--- config.mk ---
export PLATFORM = sky130hd
export DESIGN_NAME = mmio_uart_tx
export DESIGN_NICKNAME = d
export VERILOG_FILES = /design/src/rtl/uart_pkg.sv /design/src/rtl/sync_fifo.sv /design/src/rtl/mmio_uart_tx.sv
export SDC_FILE = /design/constraint.sdc
export NUM_CORES = 1
export LEC_CHECK = 0
export CORE_MARGIN = 4
export CORE_UTILIZATION = 55
export DETAILED_ROUTE_END_ITERATION = 8
export GPL_TIMING_DRIVEN = 0
export PLACE_DENSITY = 0.84
export SYNTH_ARGS = -nofsm -noshare
export SYNTH_HDL_FRONTEND = slang
export SYNTH_HIERARCHICAL = 1
export SYNTH_SLANG_ARGS = --single-unit
--- constraint.sdc ---
create_clock -name CLK -period 5.5 [get_ports CLK]
set_clock_uncertainty 0.2 [all_clocks]
set_input_delay 1.375 -clock CLK [delete_from_list [all_inputs] [get_ports CLK]]
set_output_delay 1.375 -clock CLK [all_outputs]
set_load 0.02 [all_outputs]
--- src/rtl/uart_pkg.sv ---
// uart_pkg: shared FSM encoding, register offsets and STATUS bit positions for mmio_uart_tx.
// Optional feature macro: UART_PARITY_EN adds the PARITY state to the FSM encoding.
package uart_pkg;
    typedef enum logic [2:0] {
        IDLE,
        START,
        DATA,
`ifdef UART_PARITY_EN
        PARITY,
`endif
        STOP
    } uart_state_e;
    localparam logic [31:0] TXDATA_OFS = 32'd0;
    localparam logic [31:0] STATUS_OFS = 32'd4;
    localparam int ST_FULL  = 0;
    localparam int ST_EMPTY = 1;
    localparam int ST_BUSY  = 2;
    localparam int ST_OVF   = 3;
    localparam int ST_PAR   = 4;
endpackage

--- src/rtl/sync_fifo.sv ---
// sync_fifo: single-clock FIFO with extra-MSB pointers for full/empty detection.
// Ports: CLK, RST (async, active-high); push/din write side; pop/dout read side (dout is
//        the current head, valid while !empty); full/empty status.
// A push while full is accepted only when a pop happens in the same cycle.
module sync_fifo #(
    parameter int WIDTH = 8,
    parameter int DEPTH = 8
) (
    input  logic             CLK,
    input  logic             RST,
    input  logic             push,
    input  logic             pop,
    input  logic [WIDTH-1:0] din,
    output logic             full,
    output logic             empty,
    output logic [WIDTH-1:0] dout
);
    localparam int AW = $clog2(DEPTH);
    localparam logic [AW:0] ONE = 1;
    logic [AW:0] wp_q, wp_d, rp_q, rp_d;
    logic [WIDTH-1:0] mem [DEPTH];
    logic wr;
    always_comb begin
        full  = (wp_q[AW] != rp_q[AW]) && (wp_q[AW-1:0] == rp_q[AW-1:0]);
        empty = wp_q == rp_q;
        wr    = push && (!full || pop);
        wp_d  = wr ? wp_q + ONE : wp_q;
        rp_d  = (pop && !empty) ? rp_q + ONE : rp_q;
        dout  = mem[rp_q[AW-1:0]];
    end
    always_ff @(posedge CLK or posedge RST) begin
        if (RST) begin
            wp_q <= '0;
            rp_q <= '0;
        end else begin
            wp_q <= wp_d;
            rp_q <= rp_d;
        end
    end
    always_ff @(posedge CLK) begin
        if (wr) mem[wp_q[AW-1:0]] <= din;
    end
endmodule

--- src/rtl/mmio_uart_tx.sv ---
// mmio_uart_tx: memory-mapped UART transmitter fed by the core store stream.
// Ports: CLK, RST (async, active-high); wen/ren/addr/wdata load-store bus (addr[1:0] ignored);
//        rdata registered load data; tx serial line (idle high); busy while a frame shifts
//        or bytes are queued.
// Registers: BASE+0 TXDATA (write pushes wdata[7:0]); BASE+4 STATUS (bit0 full, bit1 empty,
//        bit2 busy, bit3 sticky overflow cleared by writing bit3=1, bit4 parity enabled).
// Optional feature macro: UART_PARITY_EN inserts an even-parity bit between data and stop.
module mmio_uart_tx
    import uart_pkg::*;
#(
    parameter int          CLK_DIV    = 868,
    parameter int          FIFO_DEPTH = 8,
    parameter logic [31:0] BASE_ADDR  = 32'h0000_0F00
) (
    input  logic        CLK,
    input  logic        RST,
    input  logic        wen,
    input  logic        ren,
    input  logic [31:0] addr,
    input  logic [31:0] wdata,
    output logic [31:0] rdata,
    output logic        tx,
    output logic        busy
);
    localparam int CW = $clog2(CLK_DIV);
    localparam logic [CW-1:0] BAUD_LAST = CW'(CLK_DIV - 1);
    localparam logic [CW-1:0] BAUD_ONE = 1;
    localparam logic [31:0] TX_ADDR = BASE_ADDR + TXDATA_OFS;
    localparam logic [31:0] ST_ADDR = BASE_ADDR + STATUS_OFS;
`ifdef UART_PARITY_EN
    localparam uart_state_e AFTER_DATA = PARITY;
    localparam logic PAR_EN = 1'b1;
`else
    localparam uart_state_e AFTER_DATA = STOP;
    localparam logic PAR_EN = 1'b0;
`endif
    uart_state_e state_q, state_d;
    logic [CW-1:0] baud_q, baud_d;
    logic [2:0] bit_q, bit_d;
    logic [7:0] shift_q, shift_d, fifo_dout;
    logic tx_q, tx_d, ovf_q, ovf_d;
    logic [31:0] rdata_q, rdata_d, status;
    logic hit_tx, hit_st, push, pop, full, empty, baud_done;
`ifdef UART_PARITY_EN
    logic par_q, par_d;
`endif
    logic unused;
    assign unused = ^{addr[1:0], wdata[31:8]};
    sync_fifo #(.WIDTH(8), .DEPTH(FIFO_DEPTH)) u_fifo (
        .CLK   (CLK),
        .RST   (RST),
        .push  (push),
        .pop   (pop),
        .din   (wdata[7:0]),
        .full  (full),
        .empty (empty),
        .dout  (fifo_dout)
    );
    always_comb begin
        hit_tx    = addr[31:2] == TX_ADDR[31:2];
        hit_st    = addr[31:2] == ST_ADDR[31:2];
        push      = wen && hit_tx;
        baud_done = baud_q == BAUD_LAST;
        // the next byte leaves the FIFO either from idle or straight out of a finished stop bit
        pop       = !empty && (state_q == IDLE || (state_q == STOP && baud_done));
        busy      = state_q != IDLE || !empty;
        status           = '0;
        status[ST_FULL]  = full;
        status[ST_EMPTY] = empty;
        status[ST_BUSY]  = busy;
        status[ST_OVF]   = ovf_q;
        status[ST_PAR]   = PAR_EN;
        rdata_d   = ren ? (hit_st ? status : '0) : rdata_q;
        // a dropped push wins over a same-cycle clear
        ovf_d     = (push && full && !pop) || (ovf_q && !(wen && hit_st && wdata[ST_OVF]));
        state_d   = state_q;
        bit_d     = bit_q;
        shift_d   = shift_q;
        baud_d    = (state_q == IDLE || baud_done) ? '0 : baud_q + BAUD_ONE;
        case (state_q)
            IDLE:  if (!empty) state_d = START;
            START: if (baud_done) state_d = DATA;
            DATA:  if (baud_done) begin
                shift_d = shift_q >> 1;
                bit_d   = bit_q + 3'd1;
                if (bit_q == 3'd7) state_d = AFTER_DATA;
            end
`ifdef UART_PARITY_EN
            PARITY: if (baud_done) state_d = STOP;
`endif
            STOP:  if (baud_done) state_d = empty ? IDLE : START;
            default: state_d = IDLE;
        endcase
        if (pop) shift_d = fifo_dout;
`ifdef UART_PARITY_EN
        par_d = pop ? ^fifo_dout : par_q;
        tx_d  = (state_d == START)  ? 1'b0 :
                (state_d == DATA)   ? shift_d[0] :
                (state_d == PARITY) ? par_q : 1'b1;
`else
        tx_d  = (state_d == START) ? 1'b0 :
                (state_d == DATA)  ? shift_d[0] : 1'b1;
`endif
    end
    always_ff @(posedge CLK or posedge RST) begin
        if (RST) begin
            state_q <= IDLE;
            baud_q  <= '0;
            bit_q   <= '0;
            shift_q <= '0;
            tx_q    <= 1'b1;
            ovf_q   <= 1'b0;
            rdata_q <= '0;
`ifdef UART_PARITY_EN
            par_q   <= 1'b0;
`endif
        end else begin
            state_q <= state_d;
            baud_q  <= baud_d;
            bit_q   <= bit_d;
            shift_q <= shift_d;
            tx_q    <= tx_d;
            ovf_q   <= ovf_d;
            rdata_q <= rdata_d;
`ifdef UART_PARITY_EN
            par_q   <= par_d;
`endif
        end
    end
    assign rdata = rdata_q;
    assign tx    = tx_q;
endmodule

# ---- Word-level counts from Yosys, hierarchy flattened
# Memories as Yosys holds them, arrays and structs flattened.
# Cells that the tools add are included.
dict set report totals {
  register_bits 66
  latchBits 0
  ram_bits 64
  rom_bits 0
  input_bits 68
  output_inout_bits 34
  elab_cells 69
  n_memories 1
}
# memory depth word_bits rd rd_clocked_by_memory_dff write_ports line_no
set memory_table {}
lappend memory_table {u_fifo.mem 8 8 1 0 1 sync_fifo.sv:21} ;# logic [WIDTH-1:0] mem [DEPTH];
dict set report op_classes {
  n_addsub 4
  multipliers 0
  div 0
  n_lt_le_gt_ge 0
  n_eq_ne 12
  n_shift 0
  mux 16
  bitwise 0
  reduce_logical 26
}
# cell n
set op_table {}
lappend op_table {{$eq A30 B10 Y1 const B} 2}
lappend op_table {{$mux W8} 3}
lappend op_table {{$mux W3} 5}
lappend op_table {{$pmux W3 S4} 1}
lappend op_table {{$logic_and A1 B1 Y1} 11}
lappend op_table {{$add A10 B1 Y10 const B} 1}
lappend op_table {{$eq A10 B10 Y1 const B} 1}
lappend op_table {{$mux W10} 1}
lappend op_table {{$eq A3 B2 Y1 const B} 3}
lappend op_table {{$add A4 B1 Y4 const B} 2}
lappend op_table {{$eq A3 B1 Y1 const B} 2}
lappend op_table {{$logic_or A1 B1 Y1} 5}
lappend op_table {{$mux W1} 5}
lappend op_table {{$eq A4 B4 Y1} 1}
lappend op_table {{$logic_not A1 Y1} 4}
lappend op_table {{$mux W4} 1}
lappend op_table {{$reduce_and A2 Y1} 2}
lappend op_table {{$reduce_bool A2 Y1} 2}
lappend op_table {{$add A3 B1 Y3 const B} 1}
lappend op_table {{$eq A3 B3 Y1} 1}
lappend op_table {{$eq A3 B3 Y1 const B} 1}
lappend op_table {{$logic_not A3 Y1} 1}
lappend op_table {{$reduce_bool A3 Y1} 1}
lappend op_table {{$ne A1 B1 Y1} 1}

# ---- Depth between registers and ports, before layout
# Gate-level depths: netlist (run 1).
dict set report logic_depth {
  word_depth 8
  ltp_mapped 15
  ltp_nobuf 11
}

# ---- By module
# Netlist (run 1), hierarchy kept.
# module instances cells_each area_each_um2 seq_area_each_um2
set by_module_without_submodules {}
lappend by_module_without_submodules {sync_fifo 1 151 3095.5 2122.0}
lappend by_module_without_submodules {mmio_uart_tx 1 174 1771.7 752.0}

# ---- Worst setup path before layout (run 1)
# Ideal clock, no wire load.
dict set report synth_timing {
  path_kind {input-to-reg}
  startpoint {input addr[4]}
  endpoint {memory u_fifo.mem[4][0], enable pin}
  setup_time_ns 0.395
  t_arrival_ns 3.340
  required_time_ns 4.905
  path_slack_ns 1.566
  stages 7
  path_buffers 0
  path_cell_list {nor4b_1 nand4_1 nor2_1 nand2_1 nor2_1 nand2_1 nor4_1}
}
dict set report synth_via {
  elab_chain_cells 5
}
# item line_no
set synth_lines {}
lappend synth_lines {{start, declared} mmio_uart_tx.sv:19} ;# input logic [31:0] addr,
lappend synth_lines {{$eq A30 B10 Y1} mmio_uart_tx.sv:60} ;# hit_tx = addr[31:2] == TX_ADDR[31:2];
lappend synth_lines {{$logic_and A1 B1 Y1} mmio_uart_tx.sv:62} ;# push = wen && hit_tx;
lappend synth_lines {{net push} mmio_uart_tx.sv:43} ;# logic hit_tx, hit_st, push, pop, full, empty, baud_done;
lappend synth_lines {{$logic_and A1 B1 Y1} sync_fifo.sv:26} ;# wr = push && (!full || pop);
lappend synth_lines {{$mux W1} sync_fifo.sv:41} ;# if (wr) mem[wp_q[AW-1:0]] <= din;
lappend synth_lines {{$mux W1 (implied by the code)} sync_fifo.sv:41}
lappend synth_lines {{end, declared} sync_fifo.sv:21}
# The timed path passes the listed nets, and every way through them passes these cells.

# ---- Worst setup path in the final report (run 1)
dict set report layout_timing {
  startpoint {input addr[12]}
  endpoint {memory u_fifo.mem[5][6], enable pin}
}
# The elaborated chain is that of the path after synthesis.

==> results_dict.tcl, run 1 <==
set metrics [dict create \
    clk_pin_slew_ns 0.09 \
    grt_util_all_layers_pct 18.7 \
    fmax_mhz 226 \
    synth-seq-area-share_pct 59.0 \
    final_util_pct 67.3 \
    crit_chain "clkdlybuf4s50_1 -> nor4_1 -> nand4_1 -> nor2_1 -> nand2_1 -> nor2_1 -> nand2_1 -> nor4b_2" \
    p_sw_mw 0.302 \
    dieArea_sq_mm 0.0104 \
    overflow 0 \
    r2r_slack_ns 1.40 \
    hold_ws_ns 0.292 \
    first_pass_iters 4 \
    gp_congestion 0.771 \
    setup_slack_ns 1.07 \
    diodes 0 \
    share_comb_of_total_power_pct 6.0 \
    cap_violations 0 \
    place_inst 511 \
    cts_buffers 9 \
    run_status "complete, no violations" \
    dpl.hpwl_mm 6.46 \
    fin_tns_setup_ns 0 \
    synth_area_per_cell_sq_um 15.0 \
    power.density_mw_per_mm2 236 \
    synth_edf_count 64 \
    power_frac_seq_pct 59.3 \
    crit_buf_inv 1 \
    num_vias 2856 \
    routed_wirelength_mm 8.95 \
    viasPerCell 5.40 \
    antenna_found_initial 0 \
    p_leak_nw 2.34 \
    first_iter_violations 141 \
    cts-root-buf "clkbuf_8" \
    crit_required_ns 5.28 \
    syn-cell-area_sq_mm 0.00487 \
    synth_cell_type_count 65 \
    critical_path_class "primary input to flop" \
    hold_class "flop to flop" \
    num_rows 34 \
    h-tree-depth 3 \
    cp_top_family "simple AND/OR/NAND/NOR gates" \
    fp.dieH_microns 102 \
    reg2regPathDepth 13 \
    startpoint_type "primary input" \
    synthArstFlopShare_pct 37.3 \
    routedWlPerCell_microns 16.9 \
    fp.coreArea_sq_mm 0.00868 \
    drc 0 \
    fin_cells 529 \
    r2r_end "u_fifo/mem[5][6]$_DFFE_PP_" \
    slew-limit-headroom_pct 23.2 \
    pwr-share-clk_pct 34.7 \
    end_kind "flop" \
    setup_viol 0 \
    hold_viol 0 \
    ioPinCount 102 \
    worstHoldStart "bit_q[0]$_DFFE_PP0P_" \
    grt_first_pass_wirelength_mm 14.7 \
    min_path_cells 1 \
    worst_path_largest_cell_delay_ns 0.97 \
    ir_worst_vdd_uv 178 \
    ys_warn_count 6 \
    die_w_microns 102 \
    p_int_mw 1.08 \
    whs_endpoint "bit_q[0]$_DFFE_PP0P_" \
    drive_above_1_share_pct 25.2 \
    clock-sinks 102 \
    antenna_left 0 \
    clkLatencyLatePin_ns 0.36 \
    min_period_ns 4.43 \
    synth.ff_latch_count 102 \
    area_growth_pct 20.1 \
    finalCritPeriodShare_pct 80.6 \
    pre_cts_slack_ns 0.491 \
    synth_cells 325 \
    grt_pass1_vias 2956 \
    rsz0062_at_grt "false" \
    mostFrequentLayoutCells "edfxtp_1 (64), clkdlybuf4s50_1 (47), dfrtp_1 (37)" \
    crit_arrival_ns 4.21 \
    crit_slowest_cell "nor4b_2" \
    grt_max_degree 31 \
    io_buffers 47 \
    switching_share_pct 21.9 \
    crit_fanout 8 \
    synth-main-ff-cell "edfxtp_1" \
    fin_nets 489 \
    cts_setup_buffers 0 \
    initial_core_util_pct 56.1 \
    ctsResizeCount 0 \
    cts_hold_buf 0 \
    layout_commonest_cell "edfxtp_1" \
    drv_slew 0 \
    r2r_start "u_fifo/wp_q[1]$_DFFE_PP0P_" \
    worst_slew_pin_slew_ns 1.15 \
    cts_buffer_depth 2 \
    cts_tree "done" \
]
-- routing by layer --
metal | share of wire [%] | GRT usage (%) | routed length, microns
met1 | 41 | 22.7 | 3700
met2 | 53 | 33.6 | 4770
met3 | 4.7 | 4.64 | 421
met4 | 0.64 | 4.44 | 57
met5 | 0 | 0 | 0
-- worst reg2reg max path, delay by kind of cell (launching register included) --
family / cells / cell delay, ns
DFF: 1 / 0.40
and+or+nand+nor: 6 / 1.66
AOI/OAI and AO/OA: 1 / 0.23
buffers and inverters: 5 / 1.07
xor gates and xnor gates: 1 / 0.15
-- cell usage after synthesis (2+ instances only) --
cell       n  share of area, %
a21oi_1    2              0.21
a221o_1    7               1.4
a22o_1     4              0.72
and3_1     6              0.77
and3_2     2              0.31
buf_2      8              0.82
buf_4     29               4.5
buf_6      5               1.2
clkbuf_1   2              0.15
dfrtp_1   37                19
edfxtp_1  64                39
ha_1       5               1.3
inv_1      8              0.62
mux2_1     2              0.46
mux2_2     2              0.46
mux2_4     8               2.5
mux4_1     8               4.3
mux4_2     8               3.7
nand2_1   13               1.0
nand3_1    5              0.51
nand4_1    6              0.77
nor2_1    23               1.8
nor3_1     4              0.41
nor3b_1    2              0.31
nor4_1     8               1.0
o21ai_0    2              0.21
xnor2_1    9               1.6
xnor2_2    3               1.0
xor2_1     7               1.3
-- area by class of cell --
class	instances	area, sq um
Buffer	45	342
Clock buffer	10	128
Clock inverter	6	76.3
Fill cell	590	2840
Inverter	8	30.0
Multi-Input combinational cell	198	1750
Sequential cell	102	2870
Tap cell	108	135
Timing Repair Buffer	52	508
-- per-stage QoR --
step | power [mW] | instance area (sq um)
finish | 1.38 | 5840
CTS | 1.39 | 5820
global placement | 0.916 | 5580
global route | 1.44 | 5840
detailed placement | 0.918 | 5620
floorplan | 0.879 | 4970
-- worst max-delay path by stage --
stage	startpoint	end	slack, ns	cells after the start
finish	addr[12]	u_fifo/mem[5][6]$_DFFE_PP_	1.07	8
global route	addr[9]	u_fifo/mem[5][6]$_DFFE_PP_	0.82	8
CTS	addr[12]	u_fifo/mem[6][6]$_DFFE_PP_	0.86	8
detailed placement	addr[12]	u_fifo/mem[6][4]$_DFFE_PP_	0.49	8
global placement	addr[4]	u_fifo/mem[4][4]$_DFFE_PP_	0.22	8
floorplan	addr[4]	u_fifo/mem[4][0]$_DFFE_PP_	1.57	7
-- sequential cells by signal (all words and copies together) (netlist names) --
register / cells
u_fifo/wp_q: 4
bit_q: 3
u_fifo/mem: 64
u_fifo/rp_q: 4
rdata: 4
shift_q: 8
baud_q: 10
state_q: 3
ovf_q: 1
tx: 1
-- cell families (layout without fill, tap and decap cells) --
family,count (synthesis),after routing,synth area share (%)
AND/OR/NAND/NOR,85,85,10.3
other,1,29,0.0770
buffers and inverters,53,121,7.64
adder cells (fa/ha/maj),5,5,1.29
multiplexers,29,29,11.6
XOR/XNOR,19,19,3.88
flip-flops,102,102,59.0
AO/OA/AOI/OAI,31,31,6.17
-- power groups by stage --
stage | sequential [mW] | clock, mW | combinational, mW
5_1_grt | 0.819 | 0.527 | 0.0906
3_3_place_gp | 0.835 | 0 | 0.0805
2_1_floorplan | 0.835 | 0 | 0.0435
6_report | 0.819 | 0.479 | 0.0828
4_1_cts | 0.819 | 0.493 | 0.0827
3_5_place_dp | 0.835 | 0 | 0.0824
(Power assumes the default switching activity.)
==> run 2: changes to the inputs <==
Settings changed: CORE_UTILIZATION 55 to 46, PLACE_DENSITY 0.84 to 0.75.
Clock period 5.5 ns to 3.7 ns, I/O delays scaled along.
==> results_dict.tcl, run 2 (synthesized netlist as in run 1, its figures left out) <==
set metrics [dict create \
    run_status "complete, no violations" \
    clkLatencyLatePin_ns 0.37 \
    fin_tns_setup_ns 0 \
    viasPerCell 5.05 \
    cts-root-buf "clkbuf_8" \
    cap_violations 0 \
    worst_path_largest_cell_delay_ns 0.64 \
    grt_first_pass_wirelength_mm 15.2 \
    cts_buffer_depth 2 \
    hold_class "flop to flop" \
    gp_congestion 0.801 \
    num_rows 37 \
    cts_tree "done" \
    critical_path_class "flop to flop" \
    drive_above_1_share_pct 27.9 \
    drc 0 \
    antenna_found_initial 0 \
    fmax_mhz 287 \
    worst_slew_pin_slew_ns 1.13 \
    setup_viol 0 \
    wl_met2_mm 5.02 \
    clock-sinks 102 \
    p_sw_mw 0.482 \
    crit_arrival_ns 3.42 \
    share_comb_of_total_power_pct 5.9 \
    grt_util_all_layers_pct 15.5 \
    overflow 0 \
    clk_pin_slew_ns 0.11 \
    grt_max_degree 31 \
    min_period_ns 3.49 \
    p_int_mw 1.61 \
    met1Wirelength_mm 3.68 \
    crit_required_ns 3.63 \
    p_leak_nw 2.40 \
    initial_core_util_pct 47.1 \
    first_pass_iters 4 \
    first_iter_violations 155 \
    mostFrequentLayoutCells "edfxtp_1 (64), clkdlybuf4s50_1 (46), buf_4 (41)" \
    cts_hold_buf 0 \
    crit_fanout 10 \
    crit_slowest_cell "o31ai_2" \
    ir_worst_vdd_uv 290 \
    startpoint_type "flop" \
    drv_slew 0 \
    highest_layer "met4" \
    dr_wl_met3_microns 504 \
    switching_share_pct 23.0 \
    antenna_left 0 \
    cts_buffers 9 \
    h-tree-depth 3 \
    crit_top_cell "buf_4" \
    power_frac_seq_pct 58.1 \
    fin_nets 495 \
    dpl.hpwl_mm 6.50 \
    fp.dieH_microns 111 \
    hold_ws_ns 0.291 \
    routed_wirelength_mm 9.27 \
    end_kind "flop" \
    rsz0062_at_grt "false" \
    num_vias 2844 \
    pwr-share-clk_pct 36.1 \
    grt_pass1_vias 2894 \
    power.density_mw_per_mm2 349 \
    ioPinCount 102 \
    routedWlPerCell_microns 16.5 \
    p_total_mw 2.10 \
    fin_cells 563 \
    largest_register_ffs 64 \
    hold_viol 0 \
    slew-limit-headroom_pct 24.7 \
    diodes 0 \
    die_w_microns 111 \
    crit_chain "clkbuf_4 -> xnor2_2 -> nand3_2 -> buf_6 -> nor2_1 -> clkbuf_2 -> nor2_2 -> nand4_1 -> o2bb2a_4 -> inv_1 -> buf_4 -> o31ai_2 -> nor3_4 -> buf_4" \
    io_buffers 47 \
    fp.coreArea_sq_mm 0.0103 \
    finalCritPeriodShare_pct 94.3 \
    place_inst 541 \
    dieArea_sq_mm 0.0123 \
    layout_commonest_cell "edfxtp_1" \
    area_growth_pct 23.5 \
]
==> run 2: final cells by class <==
type / count / area, sq um
multi-input combinational: 198 / 1810
clock buffer: 9 / 124
clock inverter: 7 / 97.6
timing repair buffer: 58 / 556
fill: 790 / 4310
inverter: 8 / 30.0
tap: 136 / 170
sequential: 102 / 2870
buffer: 45 / 348
==> run 2: metrics by stage <==
step	setup slack, ns	utilization [%]	area, sq um
finish	0.212	58.2	6010
global placement	-1.10	54.4	5610
CTS	0.0471	57.8	5960
detailed placement	-0.848	54.9	5670
global route	0.0173	58.2	6010
floorplan	0.109	-	4970
==> run 2: path summary, 6_finish.rpt <==
path / start / to / slack, ns / cells past startpoint
worst min-delay path: bit_q[0]$_DFFE_PP0P_ / bit_q[0]$_DFFE_PP0P_ / 0.29 / 1
max in group asynchronous: RST / shift_q[5]$_DFFE_PP0P_ / 1.65 / 2
worst max register to register: u_fifo/wp_q[1]$_DFFE_PP0P_ / u_fifo/mem[3][1]$_DFFE_PP_ / 0.21 / 14
worst max-delay path: u_fifo/wp_q[1]$_DFFE_PP0P_ / u_fifo/mem[3][1]$_DFFE_PP_ / 0.21 / 14
min in group asynchronous: RST / u_fifo/wp_q[2]$_DFFE_PP0P_ / 0.64 / 2
worst min register to register: bit_q[0]$_DFFE_PP0P_ / bit_q[0]$_DFFE_PP0P_ / 0.29 / 1
==> run 2: metal layers <==
layer	vias up	GRT usage, %
met3	6	3.77
met2	77	27.3
met4	0	4.27
li1	1373	-
met5	-	0
met1	1388	19.1
==> run 2: what timing repair did <==
action / CTS / global route
endpoints found under the setup margin: 45 / 54
resized for setup: 9 / 8
pin swaps: 1 / 2
buffers inserted: 3 / 3
==> run 2: power by group through the flow <==
| stage | Combinational [mW] | Sequential [mW] | Clock [mW] |
|---|---|---|---|
| 2_1_floorplan | 0.0647 | 1.24 | 0 |
| 3_3_place_gp | 0.120 | 1.24 | 0 |
| 3_5_place_dp | 0.122 | 1.24 | 0 |
| 4_1_cts | 0.123 | 1.22 | 0.773 |
| 5_1_grt | 0.134 | 1.22 | 0.827 |
| 6_report | 0.123 | 1.22 | 0.756 |
==> run 2: critical path, delay by kind of cell (launching register included) <==
kind | cells | cell delay [ns]
buffers and inverters | 6 | 1.15
AOI/OAI and AO/OA | 2 | 0.79
and+or+nand+nor | 5 | 0.55
DFF | 1 | 0.40
xor gates and xnor gates | 1 | 0.16
